### config.mk
export PLATFORM = sky130hd
export DESIGN_NAME = button_pulse_gen
export DESIGN_NICKNAME = d
export VERILOG_FILES = /design/src/rtl/button_pulse_gen.sv
export SDC_FILE = /design/constraint.sdc
export NUM_CORES = 1
export LEC_CHECK = 0
export CELL_PAD_IN_SITES_DETAIL_PLACEMENT = 1
export CELL_PAD_IN_SITES_GLOBAL_PLACEMENT = 1
export CORE_ASPECT_RATIO = 0.6
export CORE_MARGIN = 10
export CORE_UTILIZATION = 35
export CTS_CLUSTER_DIAMETER = 50
export DETAILED_ROUTE_END_ITERATION = 7
export PLACE_DENSITY_LB_ADDON = 0.1
export RECOVER_POWER = 25
export SLEW_MARGIN = 20
export SYNTH_ARGS = -nofsm -noshare
export SYNTH_HDL_FRONTEND = slang
export SYNTH_SLANG_ARGS = --single-unit
### constraint.sdc
create_clock -name Clk -period 11.3 [get_ports Clk]
set_input_delay 1.695 -clock Clk [delete_from_list [all_inputs] [get_ports Clk]]
set_output_delay 1.695 -clock Clk [all_outputs]
set_load 0.01 [all_outputs]
### src/rtl/button_pulse_gen.sv
// Button front end for the 4x4 memory game. Each of the seven raw buttons is
// synchronized, debounced and turned into one-clock pulses. Direction buttons
// auto-repeat while held. Game pulses are one-hot by fixed priority, and
// control pulses are never arbitrated.

// One button channel: 2-flop synchronizer, debounce/hold FSM, repeat timer.
// The channel asks for a pulse. The top level decides whether the pulse is
// granted and registers the output.
//
// state        | meaning
// -------------+-------------------------------------------------------------
// ST_IDLE      | button released and settled; cnt and rpt cleared
// ST_DEB_PRESS | counting stable high samples before accepting a press
// ST_PULSE     | single cycle in which the channel's output is high
// ST_HOLD      | press accepted; counting toward next auto-repeat (if enabled)
// ST_DEB_REL   | counting stable low samples before accepting the release
module button_pulse_chan #(
  parameter int DEB_CYCLES = 500000,
  parameter int RPT_DELAY  = 50000000,
  parameter int RPT_PERIOD = 15000000,
  parameter int CNT_W      = 26,
  parameter bit REPEAT_EN  = 1'b0
) (
  input  logic Clk,
  input  logic Reset,
  input  logic btn_raw,
  input  logic grant,
  output logic pulse_req
);

  localparam logic [2:0] ST_IDLE      = 3'd0;
  localparam logic [2:0] ST_DEB_PRESS = 3'd1;
  localparam logic [2:0] ST_PULSE     = 3'd2;
  localparam logic [2:0] ST_HOLD      = 3'd3;
  localparam logic [2:0] ST_DEB_REL   = 3'd4;

  localparam logic [CNT_W-1:0] DEB_LAST = CNT_W'(DEB_CYCLES - 1);
  localparam logic [CNT_W-1:0] DLY_LAST = CNT_W'(RPT_DELAY - 1);
  localparam logic [CNT_W-1:0] PER_LAST = CNT_W'(RPT_PERIOD - 1);
  localparam logic [CNT_W-1:0] CNT_ONE  = CNT_W'(1);

  logic             s1;
  logic             s2;
  logic [2:0]       state_q;
  logic [2:0]       state_d;
  logic [CNT_W-1:0] cnt_q;
  logic [CNT_W-1:0] cnt_d;
  logic [CNT_W-1:0] rpt_last;
  logic             rpt_q;
  logic             rpt_d;
  logic             mute_q;

  // Bring the asynchronous button into the Clk domain.
  always_ff @(posedge Clk or posedge Reset) begin
    if (Reset) begin
      s1 <= 1'b0;
      s2 <= 1'b0;
    end else begin
      s1 <= btn_raw;
      s2 <= s1;
    end
  end

  // The first repeat waits the longer delay. Later repeats use the period.
  assign rpt_last = rpt_q ? PER_LAST : DLY_LAST;

  // Next-state, counter and repeat-flag logic.
  always_comb begin
    state_d = state_q;
    cnt_d   = cnt_q;
    rpt_d   = rpt_q;
    case (state_q)
      ST_IDLE: begin
        cnt_d = '0;
        rpt_d = 1'b0;
        if (s2) state_d = ST_DEB_PRESS;
      end
      ST_DEB_PRESS: begin
        if (!s2) begin
          state_d = ST_IDLE;
          cnt_d   = '0;
        end else if (cnt_q == DEB_LAST) begin
          state_d = ST_PULSE;
          cnt_d   = '0;
        end else begin
          cnt_d = cnt_q + CNT_ONE;
        end
      end
      ST_PULSE: begin
        state_d = ST_HOLD;
        cnt_d   = '0;
      end
      ST_HOLD: begin
        // Release wins over a repeat that would fire on the same edge.
        if (!s2) begin
          state_d = ST_DEB_REL;
          cnt_d   = '0;
        end else if (REPEAT_EN) begin
          if (cnt_q == rpt_last) begin
            state_d = ST_PULSE;
            cnt_d   = '0;
            rpt_d   = 1'b1;
          end else begin
            cnt_d = cnt_q + CNT_ONE;
          end
        end
      end
      ST_DEB_REL: begin
        // A bounce goes back to HOLD and restarts the repeat timer.
        // The repeat phase is kept.
        if (s2) begin
          state_d = ST_HOLD;
          cnt_d   = '0;
        end else if (cnt_q == DEB_LAST) begin
          state_d = ST_IDLE;
          cnt_d   = '0;
        end else begin
          cnt_d = cnt_q + CNT_ONE;
        end
      end
      default: begin
        state_d = ST_IDLE;
        cnt_d   = '0;
        rpt_d   = 1'b0;
      end
    endcase
  end

  // A muted channel still runs its FSM but never requests a pulse.
  assign pulse_req = (state_d == ST_PULSE) && !mute_q;

  // State, counter and repeat flag registers.
  always_ff @(posedge Clk or posedge Reset) begin
    if (Reset) begin
      state_q <= ST_IDLE;
      cnt_q   <= '0;
      rpt_q   <= 1'b0;
    end else begin
      state_q <= state_d;
      cnt_q   <= cnt_d;
      rpt_q   <= rpt_d;
    end
  end

  // A press that loses arbitration is dropped, not deferred. The channel
  // stays silent, including its repeats, until the button is released.
  always_ff @(posedge Clk or posedge Reset) begin
    if (Reset) begin
      mute_q <= 1'b0;
    end else if (state_d == ST_IDLE) begin
      mute_q <= 1'b0;
    end else if (pulse_req && !grant) begin
      mute_q <= 1'b1;
    end
  end

endmodule

module button_pulse_gen #(
  parameter int DEB_CYCLES = 500000,
  parameter int RPT_DELAY  = 50000000,
  parameter int RPT_PERIOD = 15000000,
  parameter int CNT_W      = 26
) (
  input  logic Clk,
  input  logic Reset,
  input  logic BtnR,
  input  logic BtnL,
  input  logic BtnU,
  input  logic BtnD,
  input  logic BtnC,
  input  logic BtnStart,
  input  logic BtnAck,
  output logic Right,
  output logic Left,
  output logic Up,
  output logic Down,
  output logic Select,
  output logic Start,
  output logic Ack
);

  // Channel order: R, L, U, D, C (game, priority high to low), Start, Ack.
  localparam int NUM_CH  = 7;
  localparam int GAME_CH = 5;

  logic [NUM_CH-1:0] btn_raw;
  logic [NUM_CH-1:0] req;
  logic [NUM_CH-1:0] grant;
  logic [NUM_CH-1:0] pulse_q;
  logic              taken;

  assign btn_raw = {BtnAck, BtnStart, BtnC, BtnD, BtnU, BtnL, BtnR};

  genvar gi;
  generate
    for (gi = 0; gi < NUM_CH; gi++) begin : g_chan
      button_pulse_chan #(
        .DEB_CYCLES (DEB_CYCLES),
        .RPT_DELAY  (RPT_DELAY),
        .RPT_PERIOD (RPT_PERIOD),
        .CNT_W      (CNT_W),
        .REPEAT_EN  (gi < 4)
      ) u_chan (
        .Clk       (Clk),
        .Reset     (Reset),
        .btn_raw   (btn_raw[gi]),
        .grant     (grant[gi]),
        .pulse_req (req[gi])
      );
    end
  endgenerate

  // Fixed-priority grant among game channels. Control channels always win.
  always_comb begin
    grant = '1;
    taken = 1'b0;
    for (int i = 0; i < GAME_CH; i++) begin
      grant[i] = !taken;
      taken    = taken | req[i];
    end
  end

  // Register the granted pulses. Each is high for exactly the PULSE cycle.
  always_ff @(posedge Clk or posedge Reset) begin
    if (Reset) begin
      pulse_q <= '0;
    end else begin
      pulse_q <= req & grant;
    end
  end

  assign Right  = pulse_q[0];
  assign Left   = pulse_q[1];
  assign Up     = pulse_q[2];
  assign Down   = pulse_q[3];
  assign Select = pulse_q[4];
  assign Start  = pulse_q[5];
  assign Ack    = pulse_q[6];

endmodule

==> impl_metrics.csv <==
group,metric,value,unit
outcome,status,"complete, but fails checks",
outcome,violations,"capacitance limit, slew limit",
cts,cts-buffers-inserted,28,
cts,post_cts_resized,0,
grt,grt_overflow_total,0,
finish,diodes,0,
worst_setup_path,critPathRequiredTime,11.84,ns
power,leakage,5.44,nW
timing,drv_slew,99,
worst_setup_path,cp-start-kind,"input port",
power,p_switching,0.000426,W
worst_setup_path,crit_type,"input port to asynchronous set/reset pin",
routing,routedWlPerCell,15.9,um
routing,vias_per_cell,5.10,
timing,setup_slack,6.00,ns
routing,drt-total-wl,27200,um
yosys,synth_warnings,0,
finish,nets,1260,
yosys,synth_fp_nets,1243,
yosys,ys_async_sr_fraction,100,%
routing,drc,0,
die,num_rows,51,
place,place.gp.congestion,0.763,
worst_setup_path,crit_fanout,98,
place,post-place-ws,7.48,ns
cts,clk_latency,0.55,ns
power,combPwrFrac,2.9,%
timing,period_needed,5.30,ns
power,p_sw_share,22.6,%
place,port_buffers,15,
yosys,synth-main-ff-cell,"dfrtp_1",
yosys,synthTopCellsByArea,"dfrtp_1 (50%), xor2_1 (7.7%), nor2_1 (6.7%)",
routing,ant_nets,0,
cts,htreeDepth,1,
timing,skew,0.0106,ns
worst_setup_path,worst-r2r-cell-count,8,
die,ios,16,
cts,cts_num_sinks,232,
min_path,min-delay-start,"g_chan[3].u_chan.s1",
cts,post_cts_buffers,0,
routing,dr.pass1.iters,4,
yosys,synth_cells,1227,
finish,utilization,40.6,%
routing,initialDrtViolationCount,610,
power,pwr-share-seq,45.0,%
routing,vias,8742,
yosys,ys_types,77,
worst_setup_path,reg2reg_to,"pulse_q[3]",
die,die_x,256,um
flow_run,max-cap-violations,1,
min_path,hold_depth,0,
die,core-area,32700,um^2
grt,grt_max_degree,99,
die,start_util,35.8,%
die,die_y,162,um
yosys,ys_top_cells_by_count,"dfrtp_1 (232), nor2_1 (208), nand2_1 (108)",
worst_setup_path,end_kind,"asynchronous set/reset pin",
yosys,synth_area,11700,um^2
yosys,synth_seq_cells,232,
worst_setup_path,rrSetupSlack,8.33,ns
timing,finalSetupTns,0,ns
timing,hold_viol,0,
grt,grt_pass1_wl,47000,um
grt,first_global_vias,8811,
power,vdd_drop_max,0.103,mV
yosys,synth_edf_count,0,
worst_setup_path,arrival,5.84,ns
cts,path_clk_slew,0.06,ns
yosys,yosysMostFrequentCell,"dfrtp_1",
power,clockPowerShare,52.1,%
cts,cts_tree,"done",
grt,antenna_found_initial,0,
place,dp_hpwl,18500,um
yosys,avgSynthCellArea,9.54,um^2
min_path,min_to,"g_chan[3].u_chan.s2",
finish,drive_gt1_share,6.09,%
power,intPower,0.00146,W
cts,root_buffer,"clkbuf_16",
yosys,yosysTopAreaCellShare,49.6,%
yosys,synth_top_cell_by_area,"dfrtp_1",
timing,rsz0062_at_grt,"no",
min_path,hold_class,"flip-flop to flip-flop",
worst_setup_path,reg2reg_from,"g_chan[3].u_chan.cnt_q[0]",
finish,syn_to_final_growth,13.4,%
grt,grt.total_usage,13.3,%
timing,tightest_slew,4.47,ns
timing,max_slew_margin,-200,%
timing,final-setup-viol-count,0,
cts,clock_path_buffers,3,
timing,fmax,189,MHz
yosys,ys_seq_area_share,49.6,%
timing,hold_ws,0.346,ns
timing,fin_crit_sh,46.9,%
power,p_per_area,142,nW/um^2
cts,hold_buffers,0,
die,die_area,41400,um^2
cell usage in the layout, fill, tap and decap left out, types with 8 or more instances in the layout:
master         count
nand3_1           71
and4_1            17
nor4_1            21
nand2_1          108
nor4b_1           12
nor2_1           208
nor3_1            25
nor2b_1           21
inv_1             29
dlygate4sd3_1      8
and3b_1            8
or3_1              8
nand2b_1          16
and2_1             8
clkbuf_16         28
nand4_1           34
a21oi_1           29
o31ai_1            9
o22ai_1           10
o21ai_0           40
xnor2_1           45
and3_1            32
xor2_1           103
dfrtp_1          232
worst max-delay path: stages:
cell	delay, ns
dlygate4sd3_1	0.55
clkinvlp_2	2.47
buf_4	1.05
metal layers:
layer  GRT usage, %  vias up  share of wire (%)
met1           20.9     4326                 57
met2           18.2       48                 39
met3           2.51       31                2.6
li1               -     4337                  -
met5              0        -                  0
met4           2.61        0                1.5
per-stage QoR:
stage	instance area, um^2	total power, W	instances
after floorplan	11700	0.000903	1227
after global placement	12300	0.000921	1664
after detailed placement	12300	0.000922	1664
after CTS	13300	0.00192	1714
after global routing	13300	0.00197	1714
final	13300	0.00189	1714
layout make-up:
| cell class | count | area (um^2) |
|---|---|---|
| clock buffers | 33 | 739 |
| clock inverters | 17 | 267 |
| fillers | 3713 | 19500 |
| inverters | 30 | 114 |
| multi-input cells | 931 | 5600 |
| flip-flops and latches | 232 | 5810 |
| well taps | 450 | 563 |
| repair buffers | 21 | 191 |
worst max-delay path by stage:
stage / startpoint / slack (ns) / end
after floorplan: Reset / 3.24 / g_chan[0].u_chan.cnt_q[0]
after global placement: Reset / 7.47 / g_chan[3].u_chan.cnt_q[11]
after detailed placement: Reset / 7.48 / g_chan[3].u_chan.cnt_q[11]
after CTS: Reset / 8.08 / g_chan[3].u_chan.cnt_q[16]
after global routing: Reset / 5.10 / g_chan[3].u_chan.cnt_q[10]
final: Reset / 6.00 / g_chan[3].u_chan.cnt_q[10]
logic make-up after synthesis:
logic type | share of synthesized area (%)
adders and majority gates | 0.748
buffers and inverters | 2.46
muxes | 0.267
AOI/OAI and AO/OA | 8.15
and+or+nand+nor | 27.7
xor gates and xnor gates | 11.1
DFF | 49.6
registers in the layout, summed over array words and instances, names as in the netlist:
name	cells
pulse_q	7
g_chan.u_chan.cnt_q	182
g_chan.u_chan.s2	7
g_chan.u_chan.s1	7
g_chan.u_chan.rpt_q	4
g_chan.u_chan.state_q	21
g_chan.u_chan.mute_q	4
power by group through the flow:
stage	combinational, W	sequential, W	clock, W
3_5_place_dp	0.0000580	0.000864	0
3_3_place_gp	0.0000572	0.000863	0
4_1_cts	0.0000581	0.000848	0.00102
5_1_grt	0.0000645	0.000850	0.00106
2_1_floorplan	0.0000439	0.000859	0
6_report	0.0000546	0.000849	0.000982
No activity file was read; power rests on OpenSTA's default activity.
